===== src/rtl/cpu_pkg.sv =====
// Shared pipeline definitions: forward-select encodings, register-address
// width and the per-stage destination-register record.
package cpu_pkg;

    localparam int REG_AW = 5;

    localparam logic [1:0] FWD_REG = 2'b00;  // operand from register file
    localparam logic [1:0] FWD_WB  = 2'b01;  // operand from WB-stage data
    localparam logic [1:0] FWD_MEM = 2'b10;  // operand from MEM-stage ALU result

    // Destination info carried down the shadow pipeline.
    typedef struct packed {
        logic [REG_AW-1:0] rd;
        logic              regwrite;
        logic              memread;
    } stage_info_t;

    localparam stage_info_t STAGE_INVALID = '{rd: '0, regwrite: 1'b0, memread: 1'b0};

endpackage


===== src/rtl/fwd_select.sv =====
// Forward-select decision for one EX operand: the youngest older writer of the
// source register wins, so the ex_ entry (MEM next cycle) beats the mem_ entry
// (WB next cycle). Register 0 is never forwarded.
module fwd_select
    import cpu_pkg::*;
(
    input  logic [REG_AW-1:0] src,
    input  logic              use_src,
    input  logic [REG_AW-1:0] ex_rd,
    input  logic              ex_regwrite,
    input  logic [REG_AW-1:0] mem_rd,
    input  logic              mem_regwrite,
    output logic [1:0]        sel
);

    // Priority compare: ex_ producer first, then mem_ producer, else register file.
    always_comb begin
        sel = FWD_REG;
        if (use_src && ex_regwrite && (ex_rd != '0) && (ex_rd == src)) begin
            sel = FWD_MEM;
        end else if (use_src && mem_regwrite && (mem_rd != '0) && (mem_rd == src)) begin
            sel = FWD_WB;
        end
    end

endmodule


===== src/rtl/hazard_fwd_ctrl.sv =====
// Hazard and forwarding controller beside the ID/EX register. Tracks the
// destination info of instructions in EX/MEM/WB, registers the EX operand
// forward selects, and drives load-use stall, branch flush and freeze
// controls plus a saturating load-use stall counter.
module hazard_fwd_ctrl #(
    parameter int REG_AW = cpu_pkg::REG_AW,
    parameter int CNT_W  = 16
) (
    input  logic              clk,
    input  logic              reset,
    input  logic [REG_AW-1:0] id_rs,
    input  logic [REG_AW-1:0] id_rt,
    input  logic [REG_AW-1:0] id_rd,
    input  logic              id_uses_rs,
    input  logic              id_uses_rt,
    input  logic              id_regwrite,
    input  logic              id_memread,
    input  logic              ex_branch_taken,
    input  logic              mem_wait,
    output logic [1:0]        forwarda,
    output logic [1:0]        forwardb,
    output logic              pc_write,
    output logic              flush_if_id,
    output logic              bubble_id_ex,
    output logic [CNT_W-1:0]  stall_count
);

    import cpu_pkg::*;

    stage_info_t      ex_q, ex_d;
    stage_info_t      mem_q, mem_d;
    stage_info_t      wb_q, wb_d;
    logic [1:0]       fwda_q, fwda_d;
    logic [1:0]       fwdb_q, fwdb_d;
    logic [CNT_W-1:0] stall_q, stall_d;

    logic             load_use;
    logic [1:0]       sel_a;
    logic [1:0]       sel_b;

    // The WB entry and the younger stages' load flags complete the shadow
    // pipeline but no decision here consumes them.
    logic             unused_shadow;
    assign unused_shadow = ^{wb_q, mem_q.memread};

    fwd_select u_fwd_a (
        .src          (id_rs),
        .use_src      (id_uses_rs),
        .ex_rd        (ex_q.rd),
        .ex_regwrite  (ex_q.regwrite),
        .mem_rd       (mem_q.rd),
        .mem_regwrite (mem_q.regwrite),
        .sel          (sel_a)
    );

    fwd_select u_fwd_b (
        .src          (id_rt),
        .use_src      (id_uses_rt),
        .ex_rd        (ex_q.rd),
        .ex_regwrite  (ex_q.regwrite),
        .mem_rd       (mem_q.rd),
        .mem_regwrite (mem_q.regwrite),
        .sel          (sel_b)
    );

    // Load in EX whose result the ID instruction needs: one bubble is enough,
    // since the load reaches MEM next cycle and WB forwarding takes over.
    always_comb begin
        load_use = ex_q.memread && ex_q.regwrite && (ex_q.rd != '0) &&
                   ((id_uses_rs && (ex_q.rd == id_rs)) ||
                    (id_uses_rt && (ex_q.rd == id_rt)));
    end

    // Pipeline controls, by priority: reset, freeze, taken branch, load-use.
    always_comb begin
        // NOTE: every output gets a default before the branches so no path
        // leaves it unassigned, which would infer a latch.
        pc_write     = 1'b1;
        flush_if_id  = 1'b0;
        bubble_id_ex = 1'b0;
        if (reset) begin
            pc_write = 1'b1;
        end else if (mem_wait) begin
            pc_write = 1'b0;
        end else if (ex_branch_taken) begin
            flush_if_id  = 1'b1;
            bubble_id_ex = 1'b1;
        end else if (load_use) begin
            pc_write     = 1'b0;
            bubble_id_ex = 1'b1;
        end
    end

    // Next state: hold everything while frozen, otherwise advance the shadow
    // pipeline, latch the forward selects and count non-branch load-use stalls.
    always_comb begin
        ex_d    = ex_q;
        mem_d   = mem_q;
        wb_d    = wb_q;
        fwda_d  = fwda_q;
        fwdb_d  = fwdb_q;
        stall_d = stall_q;
        if (!mem_wait) begin
            wb_d  = mem_q;
            mem_d = ex_q;
            if (bubble_id_ex) begin
                ex_d   = STAGE_INVALID;
                fwda_d = FWD_REG;
                fwdb_d = FWD_REG;
            end else begin
                ex_d   = '{rd: id_rd, regwrite: id_regwrite, memread: id_memread};
                fwda_d = sel_a;
                fwdb_d = sel_b;
            end
            if (load_use && !ex_branch_taken && (stall_q != '1)) begin
                stall_d = stall_q + CNT_W'(1);
            end
        end
    end

    // State registers with synchronous reset; a pending stall or freeze is
    // discarded by reset.
    always_ff @(posedge clk) begin
        // NOTE: sequential state uses non-blocking assignments so every flop
        // samples pre-edge values regardless of statement order.
        if (reset) begin
            ex_q    <= STAGE_INVALID;
            mem_q   <= STAGE_INVALID;
            wb_q    <= STAGE_INVALID;
            fwda_q  <= FWD_REG;
            fwdb_q  <= FWD_REG;
            stall_q <= '0;
        end else begin
            ex_q    <= ex_d;
            mem_q   <= mem_d;
            wb_q    <= wb_d;
            fwda_q  <= fwda_d;
            fwdb_q  <= fwdb_d;
            stall_q <= stall_d;
        end
    end

    assign forwarda    = fwda_q;
    assign forwardb    = fwdb_q;
    assign stall_count = stall_q;

endmodule


===== config.mk =====
export PLATFORM = sky130hd
export DESIGN_NAME = hazard_fwd_ctrl
export DESIGN_NICKNAME = d
export VERILOG_FILES = /design/src/rtl/cpu_pkg.sv /design/src/rtl/fwd_select.sv /design/src/rtl/hazard_fwd_ctrl.sv
export SDC_FILE = /design/constraint.sdc
export NUM_CORES = 1
export LEC_CHECK = 0
export BUFFER_PORTS_ARGS = -buffer_cell sky130_fd_sc_hd__buf_2
export CAP_MARGIN = 20
export CORE_UTILIZATION = 50
export CTS_CLUSTER_DIAMETER = 200
export CTS_CLUSTER_SIZE = 30
export DETAILED_ROUTE_END_ITERATION = 7
export PLACE_DENSITY_LB_ADDON = 0.05
export SETUP_SLACK_MARGIN = 0.5
export SYNTH_ARGS = -nofsm -noshare
export SYNTH_HDL_FRONTEND = slang
export SYNTH_SLANG_ARGS = --single-unit

===== constraint.sdc =====
create_clock -name clk -period 3.9 [get_ports clk]
set_input_delay 0.78 -clock clk [delete_from_list [all_inputs] [get_ports clk]]
set_output_delay 0.78 -clock clk [all_outputs]
set_load 0.02 [all_outputs]

==> metrics.csv, run 1 <==
stage,metric,value,unit
clocking,H-tree depth,2,
routing,detailed-route via count,1703,
synth,ys flop type,dfxtp_1,
routing,Vias/cell,5.734,
worst_hold_path,HP Class,reg2reg,
synth,count of cell types in the netlist,41,
cells_and_area,Post-layout nets,274,
synth,Synth Register Bits,33,
worst_setup_path,Worst EP arrival,2.37,ns
global_route,initial antenna violation count,0,
sta,TNS Setup,0,ns
routing,drc violations,0,
global_route,GRT Util Overall,23.21,%
worst_setup_path,cell mode on critical path,buf_2,
routing,antenna-violating nets left,0,
sta,Final WS setup,0.7519,ns
die,die span in y,62.05,um
worst_setup_path,CP bufs+invs,2,
die,core area,3390,um2
clocking,post-CTS sizing,0,
worst_setup_path,CP endpoint kind,output pin,
power,Leak Pwr,0.8532,nW
sta,final setup violation count,0,
placement,Port Buffers,45,
cells_and_area,register area,660.6,um2
die,# rows,21,
clocking,CTS Hold Bufs,0,
sta,RSZ-0062 raised after global routing,false,
clocking,"Clk pin slew, worst setup/hold paths",0.10,ns
synth,post-synth top area share,36.64,%
power,Tot Pwr,0.5967,mW
sta,Max Freq,317.6,MHz
synth,Post-Syn Nets,231,
flow_run,Max Cap Viol,0,
clocking,CTS Buf Count,5,
synth,Post-Syn Instances,207,
synth,Post-synth EDFFs,0,
cells_and_area,Final Util,61.90,%
placement,"Cell Area, Placed",2043,um2
routing,First DRT Iteration DRCs,106,
worst_setup_path,"Critical Path, Cell by Cell",buf_2 -> xor2_1 -> nor4_1 -> a32oi_1 -> nor3_1 -> a21oi_1 -> buf_2,
clocking,CTS tree,done,
cells_and_area,area of the multi-input gates,1085,um2
cells_and_area,Layout area overhead,16.38,%
worst_setup_path,CP max FO,4,
synth,post-synth top area cell,dfxtp_1,
synth,top post-synthesis cells by area,"dfxtp_1 37%, xor2_1 7.8%, a21oi_1 3.9%, nor2_1 3.5%, a22o_1 3.4%",
placement,post-DP HPWL,2.888,mm
sta,Slew headroom,41.77,%
die,die width,62.05,um
cells_and_area,Final Non-Filler Cells,297,
worst_setup_path,worst stage delay on the critical path,0.46,ns
synth,share of flip-flops with an asynchronous set or reset,0,%
routing,Post-Route WL,3.959,mm
global_route,first-pass GRT wire length,6.486,mm
sta,final hold slack,0.4571,ns
sta,max-slew violations,0,
sta,Final Cycle Share,80.72,%
cells_and_area,fraction of layout cells with a size suffix above 1,25.10,%
synth,Syn Area/Cell,8.710,um2
clocking,setup bufs post-CTS,0,
worst_setup_path,Worst path top cell family by delay,simple AND/OR/NAND/NOR gates,
global_route,gr ovfl total,0,
clocking,Clock Latency Late Sink,0.34,ns
cells_and_area,fillcell total,320,
die,Initial Util,53.19,%
routing,first drt pass iteration count,4,
clocking,Root Buffer Master,clkbuf_4,
global_route,largest net degree at the start of global routing,31,
placement,Place WS,0.7737,ns
routing,routed wire length per instance,13.33,um
worst_setup_path,CP max-delay cell,nor3_1,
placement,gpl congestion,0.9440,
synth,register area share after synthesis,36.64,%
synth,Synth Warn #,0,
die,num ports,46,
outcome,status,completed,
power,PD cells,284.4,nW/um2
sta,Final Hold Violating Endpoints,0,
sta,Clock Skew,0.01237,ns
clocking,Sink Count,33,
synth,synthesized area,1803,um2
sta,Tmin final,3.148,ns
cells_and_area,"Design Area, Final",2098,um2
sta,Worst-Margin Slew,0.8716,ns
placement,placed cell count,289,
global_route,vias in the first global route,1436,
worst_setup_path,CP Launch Type,input pin,
cells_and_area,ANT cells,0,
clocking,Max clock buf depth,2,
worst_setup_path,worst path required time,3.12,ns
power,worst vdd ir,0.0002281,V
worst_setup_path,critical path class,in2out,
die,DIE AREA,3850,um2
==> area by class of cell <==
cell class | count | share of cell area [%]
multi-input cells | 162 | 51.70
flip-flops and latches | 33 | 31.48
repair buffers | 46 | 11.09
well taps | 46 | 2.743
clock buffers | 5 | 1.789
clock inverters | 3 | 0.8348
inverters | 2 | 0.3578
==> worst paths after layout <==
kind | cells after the start | end | from | slack [ns]
worst max-delay path | 7 | pc_write | id_rs[3] | 0.75
worst min register to register | 2 | forwarda[1] | forwarda[1] | 0.46
worst max register to register | 6 | stall_count[4] | stall_count[0] | 1.66
worst min-delay path | 2 | forwarda[1] | forwarda[1] | 0.46
==> power breakdown <==
group	total [mW]	switching [mW]	leakage, nW	internal, mW
clock network	0.189	0.121	0.0310	0.0679
registers	0.347	0.00623	0.267	0.341
logic	0.0604	0.0351	0.556	0.0253
total	0.597	0.163	0.853	0.434
==> cell usage in the layout, fill, tap and decap left out, types with 2 or more instances in the layout <==
cell type | netlist | layout
a22o_1 | 7 | 7
nor4_1 | 4 | 4
mux2_4 | 2 | 2
dfxtp_1 | 33 | 33
or4_1 | 7 | 7
nor3_1 | 7 | 7
and3_1 | 3 | 3
o31ai_1 | 7 | 7
mux2_2 | 2 | 2
xor2_1 | 16 | 16
or3_1 | 6 | 6
nor2b_1 | 5 | 5
a21oi_1 | 14 | 14
clkbuf_4 | 0 | 5
xnor2_1 | 4 | 4
o2111ai_1 | 2 | 2
clkinv_2 | 0 | 2
nand4_1 | 9 | 9
o21ai_0 | 9 | 9
buf_2 | 1 | 45
nor2_1 | 17 | 17
mux2i_1 | 6 | 6
nand3_1 | 8 | 8
inv_1 | 2 | 2
nand2_1 | 12 | 12
==> cell families after synthesis <==
| logic type | count (synthesis) | synth area share [%] |
|---|---|---|
| muxes | 10 | 6.246 |
| and+or+nand+nor | 88 | 28.04 |
| AOI/OAI and AO/OA | 43 | 15.48 |
| buffers and inverters | 12 | 3.192 |
| xor gates and xnor gates | 20 | 9.715 |
| adders and majority gates | 1 | 0.6939 |
| DFF | 33 | 36.64 |
==> synthesized netlist by cell type (5+ instances only) <==
cell	count
a21oi_1	14
a22o_1	7
clkbuf_1	7
dfxtp_1	33
mux2i_1	6
nand2_1	12
nand3_1	8
nand4_1	9
nor2_1	17
nor2b_1	5
nor3_1	7
o21ai_0	9
o31ai_1	7
or3_1	6
or4_1	7
xor2_1	16
==> sequential cells by signal, summed over array words and instances, names as in the netlist <==
signal and cells:
forwardb 2, ex_q 7, stall_count 16, mem_q 6
forwarda 2
==> per-layer routing <==
metal	part of all wire, %	GRT usage (%)
met1	51	32.20
met2	41	33.89
met3	6.2	7.039
met4	1.1	8.254
met5	0	0
==> worst reg2reg max path, stage by stage, from the launching register on <==
cell,delay (ns)
dfxtp_1,0.44
ha_1,0.23
nand3_2,0.13
or4_1,0.71
nand3_4,0.24
nor3_1,0.09
mux2_4,0.30
No activity file was read; power rests on OpenSTA's default activity.
==> run 2: changes to the inputs <==
clock period = 3.1 ns   (was 3.9 ns; I/O delays follow)
==> run 2 against run 1 <==
  * Combinational power grew 41%
  * Sequential share of layout area shrank 0.74 points
  * Worst hold slack gained 0.0062 ns
  * Die area is the same
  * Critical path depth is the same
  * Final cell count grew 2.0%
  * Sequential power grew 25%
  * Critical endpoint unchanged
==> metrics.csv, run 2 (synthesis results as in run 1) <==
stage,metric,value,unit,change
global_route,vias in the first global route,1431,,was 1436
cells_and_area,"commonest non-fill, non-tap cells in the layout","42 x buf_2, 29 x dfxtp_1, 17 x nor2_1",,"was 45 x buf_2, 33 x dfxtp_1, 17 x nor2_1"
die,core area,3390,um2,unchanged
worst_setup_path,CP endpoint kind,output pin,,unchanged
cells_and_area,"most common cell after layout, fill and taps aside",buf_2,,unchanged
worst_setup_path,worst stage delay on the critical path,0.36,ns,was 0.46 ns
worst_setup_path,CP max-delay cell,nor4_2,,was nor3_1
worst_setup_path,Worst EP arrival,2.02,ns,was 2.37 ns
worst_setup_path,CP Launch Type,input pin,,unchanged
worst_setup_path,CP max FO,3,,was 4
worst_setup_path,CP endpoint,pc_write,,unchanged
power,worst vdd ir,0.0002051,V,was 0.0002281 V
die,num ports,46,,unchanged
routing,antenna-violating nets left,0,,unchanged
worst_setup_path,worst r2r path cells,6,,unchanged
power,Net Switching,0.2127,mW,was 0.1626 mW
routing,Post-Route WL,4.116,mm,was 3.959 mm
routing,First DRT Iteration DRCs,79,,was 106
die,die span in y,62.05,um,unchanged
sta,Final Cycle Share,85.02,%,
cells_and_area,fraction of layout cells with a size suffix above 1,29.57,%,was 25.10%
worst_setup_path,CP bufs+invs,2,,unchanged
power,Pint,0.5502,mW,was 0.4341 mW
die,# rows,21,,unchanged
routing,drc violations,0,,unchanged
power,Gate power share,11.2,%,was 10.1%
clocking,CTS tree,done,,unchanged
routing,Vias/cell,5.663,,was 5.734
placement,placed cell count,290,,was 289
worst_setup_path,"Critical Path, Cell by Cell",buf_2 -> xor2_1 -> nor4_2 -> a32oi_2 -> nor3_2 -> a21oi_1 -> buf_4,,was buf_2 -> xor2_1 -> nor4_1 -> a32oi_1 -> nor3_1 -> a21oi_1 -> buf_2
placement,"Cell Area, Placed",2051,um2,was 2043 um2
worst_setup_path,critical path class,in2out,,unchanged
worst_setup_path,FF-to-FF setup slack,0.83,ns,was 1.66 ns
global_route,first-pass GRT wire length,6.561,mm,was 6.486 mm
clocking,CTS Buf Count,5,,unchanged
cells_and_area,Layout area overhead,21.44,%,was 16.38%
power,sw frac,27.88,%,was 27.25%
global_route,GRT Util Overall,23.42,%,was 23.21%
global_route,initial antenna violation count,0,,unchanged
worst_setup_path,R2R Path Start,stall_count[0],,unchanged
sta,TNS Setup,0,ns,unchanged
clocking,H-tree depth,2,,unchanged
sta,Slew headroom,39.57,%,was 41.77%
flow_run,Max Cap Viol,0,,unchanged
worst_hold_path,HP Class,reg2reg,,unchanged
power,Leak Pwr,0.8942,nW,was 0.8532 nW
routing,routed wire length per instance,13.58,um,was 13.33 um
worst_hold_path,worst hold start,forwarda[1],,unchanged
sta,max-slew violations,0,,unchanged
cells_and_area,max FFs per register,16,,unchanged
worst_setup_path,Worst path top cell family by delay,simple AND/OR/NAND/NOR gates,,unchanged
sta,Final Hold Violating Endpoints,0,,unchanged
cells_and_area,"Design Area, Final",2190,um2,was 2098 um2
placement,post-DP HPWL,2.872,mm,was 2.888 mm
clocking,"Clk pin slew, worst setup/hold paths",0.11,ns,was 0.10 ns
worst_setup_path,CP startpoint,id_rt[0],,was id_rs[3]
routing,first drt pass iteration count,4,,unchanged
sta,Max Freq,379.4,MHz,
worst_setup_path,capturing point of the worst reg2reg path,stall_count[4],,unchanged
placement,gpl congestion,0.9540,,was 0.9440
die,die width,62.05,um,unchanged
sta,Worst-Margin Slew,0.9046,ns,was 0.8716 ns
placement,Place WS,0.3395,ns,was 0.7737 ns
sta,Tmin final,2.636,ns,
outcome,status,completed,,unchanged
worst_setup_path,WP depth,7,,unchanged
sta,final setup violation count,0,,unchanged
clocking,Max clock buf depth,2,,unchanged
cells_and_area,Final Non-Filler Cells,303,,was 297
sta,RSZ-0062 raised after global routing,true,,was false
power,Clk pwr share,31.8,%,was 31.7%
clocking,Root Buffer Master,clkbuf_4,,unchanged
worst_setup_path,worst path required time,2.48,ns,was 3.12 ns
sta,Clock Skew,0.004272,ns,was 0.01237 ns
cells_and_area,Post-layout nets,280,,was 274
sta,Final WS setup,0.4644,ns,was 0.7519 ns
placement,Port Buffers,45,,unchanged
power,register share of total power,57.0,%,was 58.2%
global_route,gr ovfl total,0,,unchanged
clocking,Clock Latency Late Sink,0.34,ns,about the same
clocking,Sink Count,33,,unchanged
routing,detailed-route via count,1716,,was 1703
power,PD cells,348.4,nW/um2,was 284.4 nW/um2
cells_and_area,ANT cells,0,,unchanged
die,DIE AREA,3850,um2,unchanged
die,Initial Util,53.19,%,unchanged
global_route,largest net degree at the start of global routing,30,,was 31
-- run 2: worst min-delay path by stage --
stage             endpoint  slack (ns)  cells after the start
2_1_floorplan     mem_q[1]        0.46                      2
3_3_place_gp   forwardb[1]        0.44                      2
3_5_place_dp   forwardb[1]        0.44                      2
4_1_cts            ex_q[6]        0.46                      2
5_1_grt            ex_q[2]        0.45                      2
6_report       forwarda[1]        0.46                      2
-- run 2: power groups by stage --
stage               clock, mW  combinational (mW)  sequential (mW)
floorplan                   0              0.0480            0.444
global placement            0              0.0755            0.446
detailed placement          0              0.0764            0.446
CTS                     0.249              0.0814            0.436
global route            0.275              0.0937            0.436
finish                  0.243              0.0851            0.435
-- run 2: cell type report --
cell class                      count  area (um2)
Fill cell                         328        1200
Clock inverter                      3       17.52
Clock buffer                        5       37.54
Sequential cell                    33       673.1
Timing Repair Buffer               52       292.8
Inverter                            2       7.507
Multi-Input combinational cell    162        1104
Tap cell                           46       57.56
-- run 2: routing by layer --
metal	GRT usage, %	up-vias	share of wire, %
met3	6.832	5	4.4
met1	32.11	793	51
met5	0	-	0
met4	8.254	0	1.3
met2	34.95	43	43
li1	-	875	-
-- run 2: worst register-to-register path, stage by stage (launching register included) --
cell and delay, ns:
dfxtp_1 0.45, ha_1 0.23, nand3_2 0.13, or4_1 0.72, nand3_4 0.25, nor3_1 0.09, mux2_4 0.30
-- run 2: stage by stage --
stage               hold slack, ns  utilization, %  power [mW]
finish                      0.4633           64.60      0.7629
floorplan                   0.4643               -      0.4921
global route                0.4504           64.60      0.8045
detailed placement          0.4429           60.50      0.5228
global placement            0.4360           60.50      0.5220
CTS                         0.4636           63.79      0.7668
-- run 2: timing repair --
| item | CTS | global route |
|---|---|---|
| hold buffers | 0 | 0 |
| setup endpoints to repair | 2 | 2 |
| pin swaps | 5 | 6 |
| cloned | 0 | 0 |
| setup buffers | 4 | 1 |
| resized for setup | 8 | 6 |
==> run 3: changes to the inputs <==
ABC_AREA = 1   (was not set)
CELL_PAD_IN_SITES_DETAIL_PLACEMENT = 0   (was not set)
CELL_PAD_IN_SITES_GLOBAL_PLACEMENT = 1   (was not set)
CORE_UTILIZATION = 37   (was 50)
==> run 3 against run 2 <==
  * Synthesized area is 9.2% higher
  * Sequential cell count is the same
  * Worst hold slack lost 0.0069 ns
  * Die area is 46% higher
  * Synthesized cell count increased by 45%
==> metrics.csv, run 3 <==
stage,metric,value,unit,change
worst_setup_path,worst r2r path cells,9,,was 6
power,PD cells,385.7,nW/um2,was 348.4 nW/um2
synth,count of cell types in the netlist,26,,was 41
clocking,setup bufs post-CTS,0,,was 4
worst_setup_path,CP Launch Type,input pin,,unchanged
cells_and_area,"Design Area, Final",2352,um2,was 2190 um2
synth,register area share after synthesis,33.55,%,was 36.64%
routing,detailed-route via count,1975,,was 1716
clocking,Root Buffer Master,clkbuf_8,,was clkbuf_4
die,die span in y,74.96,um,was 62.05 um
cells_and_area,Post-layout nets,370,,was 280
synth,Post-Syn Instances,301,,was 207
clocking,CTS Buf Count,5,,unchanged
global_route,gr ovfl total,0,,unchanged
worst_setup_path,CP max FO,3,,unchanged
worst_setup_path,CP endpoint kind,output pin,,unchanged
placement,gpl congestion,0.7677,,was 0.9540
cells_and_area,"most common cell after layout, fill and taps aside",nand2_1,,was buf_2
synth,Post-synth EDFFs,0,,unchanged
worst_setup_path,CP startpoint,id_rs[0],,was id_rt[0]
worst_setup_path,worst path required time,2.48,ns,about the same
worst_setup_path,FF-to-FF setup slack,1.34,ns,was 0.83 ns
power,Leak Pwr,1.056,nW,was 0.8942 nW
routing,first drt pass iteration count,7,,was 4
clocking,H-tree depth,2,,unchanged
synth,top post-synthesis cells by area,"dfxtp_1 34%, nand2_1 18%, a21oi_1 7.6%, nor2_1 7.6%, xor2_1 5.8%",,"was dfxtp_1 37%, xor2_1 7.8%, a21oi_1 3.9%, nor2_1 3.5%, a22o_1 3.4%"
routing,Post-Route WL,5.097,mm,was 4.116 mm
synth,"top cells by count, synth","94 x nand2_1, 40 x nor2_1, 33 x dfxtp_1",,"was 33 x dfxtp_1, 17 x nor2_1, 16 x xor2_1"
clocking,Max clock buf depth,2,,unchanged
die,core area,5107,um2,was 3390 um2
sta,Worst-Margin Slew,0.4555,ns,was 0.9046 ns
clocking,post-CTS sizing,0,,was 8
die,Initial Util,38.56,%,was 53.19%
synth,Post-Syn Nets,325,,was 231
worst_setup_path,CP endpoint,pc_write,,unchanged
global_route,vias in the first global route,1853,,was 1431
routing,antenna-violating nets left,0,,unchanged
sta,RSZ-0062 raised after global routing,false,,was true
sta,Final Cycle Share,74.82,%,was 85.02%
routing,First DRT Iteration DRCs,90,,was 79
routing,routed wire length per instance,12.22,um,was 13.58 um
global_route,first-pass GRT wire length,8.583,mm,was 6.561 mm
worst_hold_path,HP Class,reg2reg,,unchanged
power,Tot Pwr,0.9073,mW,was 0.7629 mW
sta,Tmin final,2.319,ns,was 2.636 ns
synth,share of flip-flops with an asynchronous set or reset,0,%,unchanged
die,# rows,26,,was 21
power,worst vdd ir,0.0001716,V,was 0.0002051 V
clocking,CTS tree,done,,unchanged
die,num ports,46,,unchanged
cells_and_area,max FFs per register,16,,unchanged
die,DIE AREA,5618,um2,was 3850 um2
sta,final setup violation count,0,,unchanged
synth,synthesized area,1969,um2,was 1803 um2
clocking,CTS Hold Bufs,0,,unchanged
die,die width,74.96,um,was 62.05 um
worst_setup_path,R2R Path Start,stall_count[0],,unchanged
outcome,status,completed,,unchanged
routing,drc violations,0,,unchanged
sta,max-slew violations,0,,unchanged
cells_and_area,"commonest non-fill, non-tap cells in the layout","94 x nand2_1, 45 x buf_2, 40 x nor2_1",,"was 42 x buf_2, 29 x dfxtp_1, 17 x nor2_1"
placement,post-DP HPWL,3.797,mm,was 2.872 mm
placement,"Cell Area, Placed",2251,um2,was 2051 um2
sta,Final Hold Violating Endpoints,0,,unchanged
cells_and_area,ANT cells,0,,unchanged
placement,Port Buffers,45,,unchanged
worst_setup_path,Worst EP arrival,1.70,ns,was 2.02 ns
cells_and_area,fraction of layout cells with a size suffix above 1,21.04,%,was 29.57%
cells_and_area,Layout area overhead,19.44,%,was 21.44%
clocking,Clock Latency Late Sink,0.28,ns,was 0.34 ns
sta,Max Freq,431.1,MHz,was 379.4 MHz
sta,Clock Skew,0.004757,ns,was 0.004272 ns
synth,post-synth top area cell,dfxtp_1,,unchanged
global_route,GRT Util Overall,20.24,%,was 23.42%
synth,Synth Warn #,0,,unchanged
global_route,initial antenna violation count,0,,unchanged
synth,post-synth top area share,33.55,%,was 36.64%
flow_run,Max Cap Viol,0,,unchanged
sta,TNS Setup,0,ns,unchanged
worst_setup_path,capturing point of the worst reg2reg path,stall_count[14],,was stall_count[4]
synth,ys flop type,dfxtp_1,,unchanged
cells_and_area,fillcell total,576,,was 328
routing,Vias/cell,4.736,,was 5.663
global_route,largest net degree at the start of global routing,27,,was 30
clocking,Sink Count,33,,unchanged
synth,"count leader, synth",nand2_1,,was dfxtp_1
worst_setup_path,critical path class,in2out,,unchanged
synth,Syn Area/Cell,6.543,um2,was 8.710 um2
synth,Synth Register Bits,33,,unchanged
clocking,"Clk pin slew, worst setup/hold paths",0.07,ns,was 0.11 ns
sta,Slew headroom,69.56,%,was 39.57%
run 3: per-layer routing:
metal / track usage (%) / up-vias / part of all wire [%]
met3: 3.882 / 2 / 3.2
met2: 38.04 / 31 / 52
met4: 5.031 / 0 / 0.53
met1: 23.42 / 891 / 45
li1: - / 1051 / -
met5: 0 / - / 0
run 3: final cells by class:
class                           instances  area, um2  share of cell area (%)
Timing Repair Buffer                   48      247.7                   10.53
Clock buffer                            7      96.34                   4.096
Multi-Input combinational cell        232       1157                   49.20
Tap cell                               70      87.58                   3.723
Clock inverter                          1      5.005                  0.2128
Sequential cell                        33      660.6                   28.09
Inverter                               26      97.59                   4.149
run 3: critical path, stage by stage:
cell     delay, ns
buf_2         0.11
inv_1         0.04
nand2_1       0.06
nand2_1       0.05
nor2_1        0.14
nand3_1       0.17
nand2_4       0.13
nand3_4       0.10
nand2_1       0.07
nand2_1       0.05
buf_2         0.16
run 3: through the flow:
step	hold slack, ns	setup slack [ns]	instances	util [%]
finish	0.4565	0.7805	417	46.06
global route	0.4802	0.6339	417	46.06
CTS	0.4617	0.7482	417	46.06
detailed placement	0.4517	0.7527	409	44.07
global placement	0.4520	0.7607	409	44.07
floorplan	0.4455	0.9335	301	-
run 3: kinds of logic after synthesis:
logic type,Yosys count,share of synthesized area [%]
simple gates,173,39.45
xor+xnor,20,8.895
buf+inv,36,7.687
compound gates,38,9.784
fa+ha+maj,1,0.6352
flops,33,33.54
run 3: worst min-delay path by stage:
stage	cells past startpoint	end	from
2_1_floorplan	2	ex_q[0]	ex_q[0]
3_3_place_gp	2	forwarda[1]	forwarda[1]
3_5_place_dp	2	forwardb[1]	forwardb[1]
4_1_cts	2	forwardb[1]	forwardb[1]
5_1_grt	2	forwardb[1]	forwardb[1]
6_report	2	forwardb[1]	forwardb[1]
run 3: power breakdown:
part	switching [mW]	total (mW)	internal [mW]
registers	0.0113	0.445	0.434
logic	0.0658	0.105	0.0393
clock network	0.157	0.357	0.201
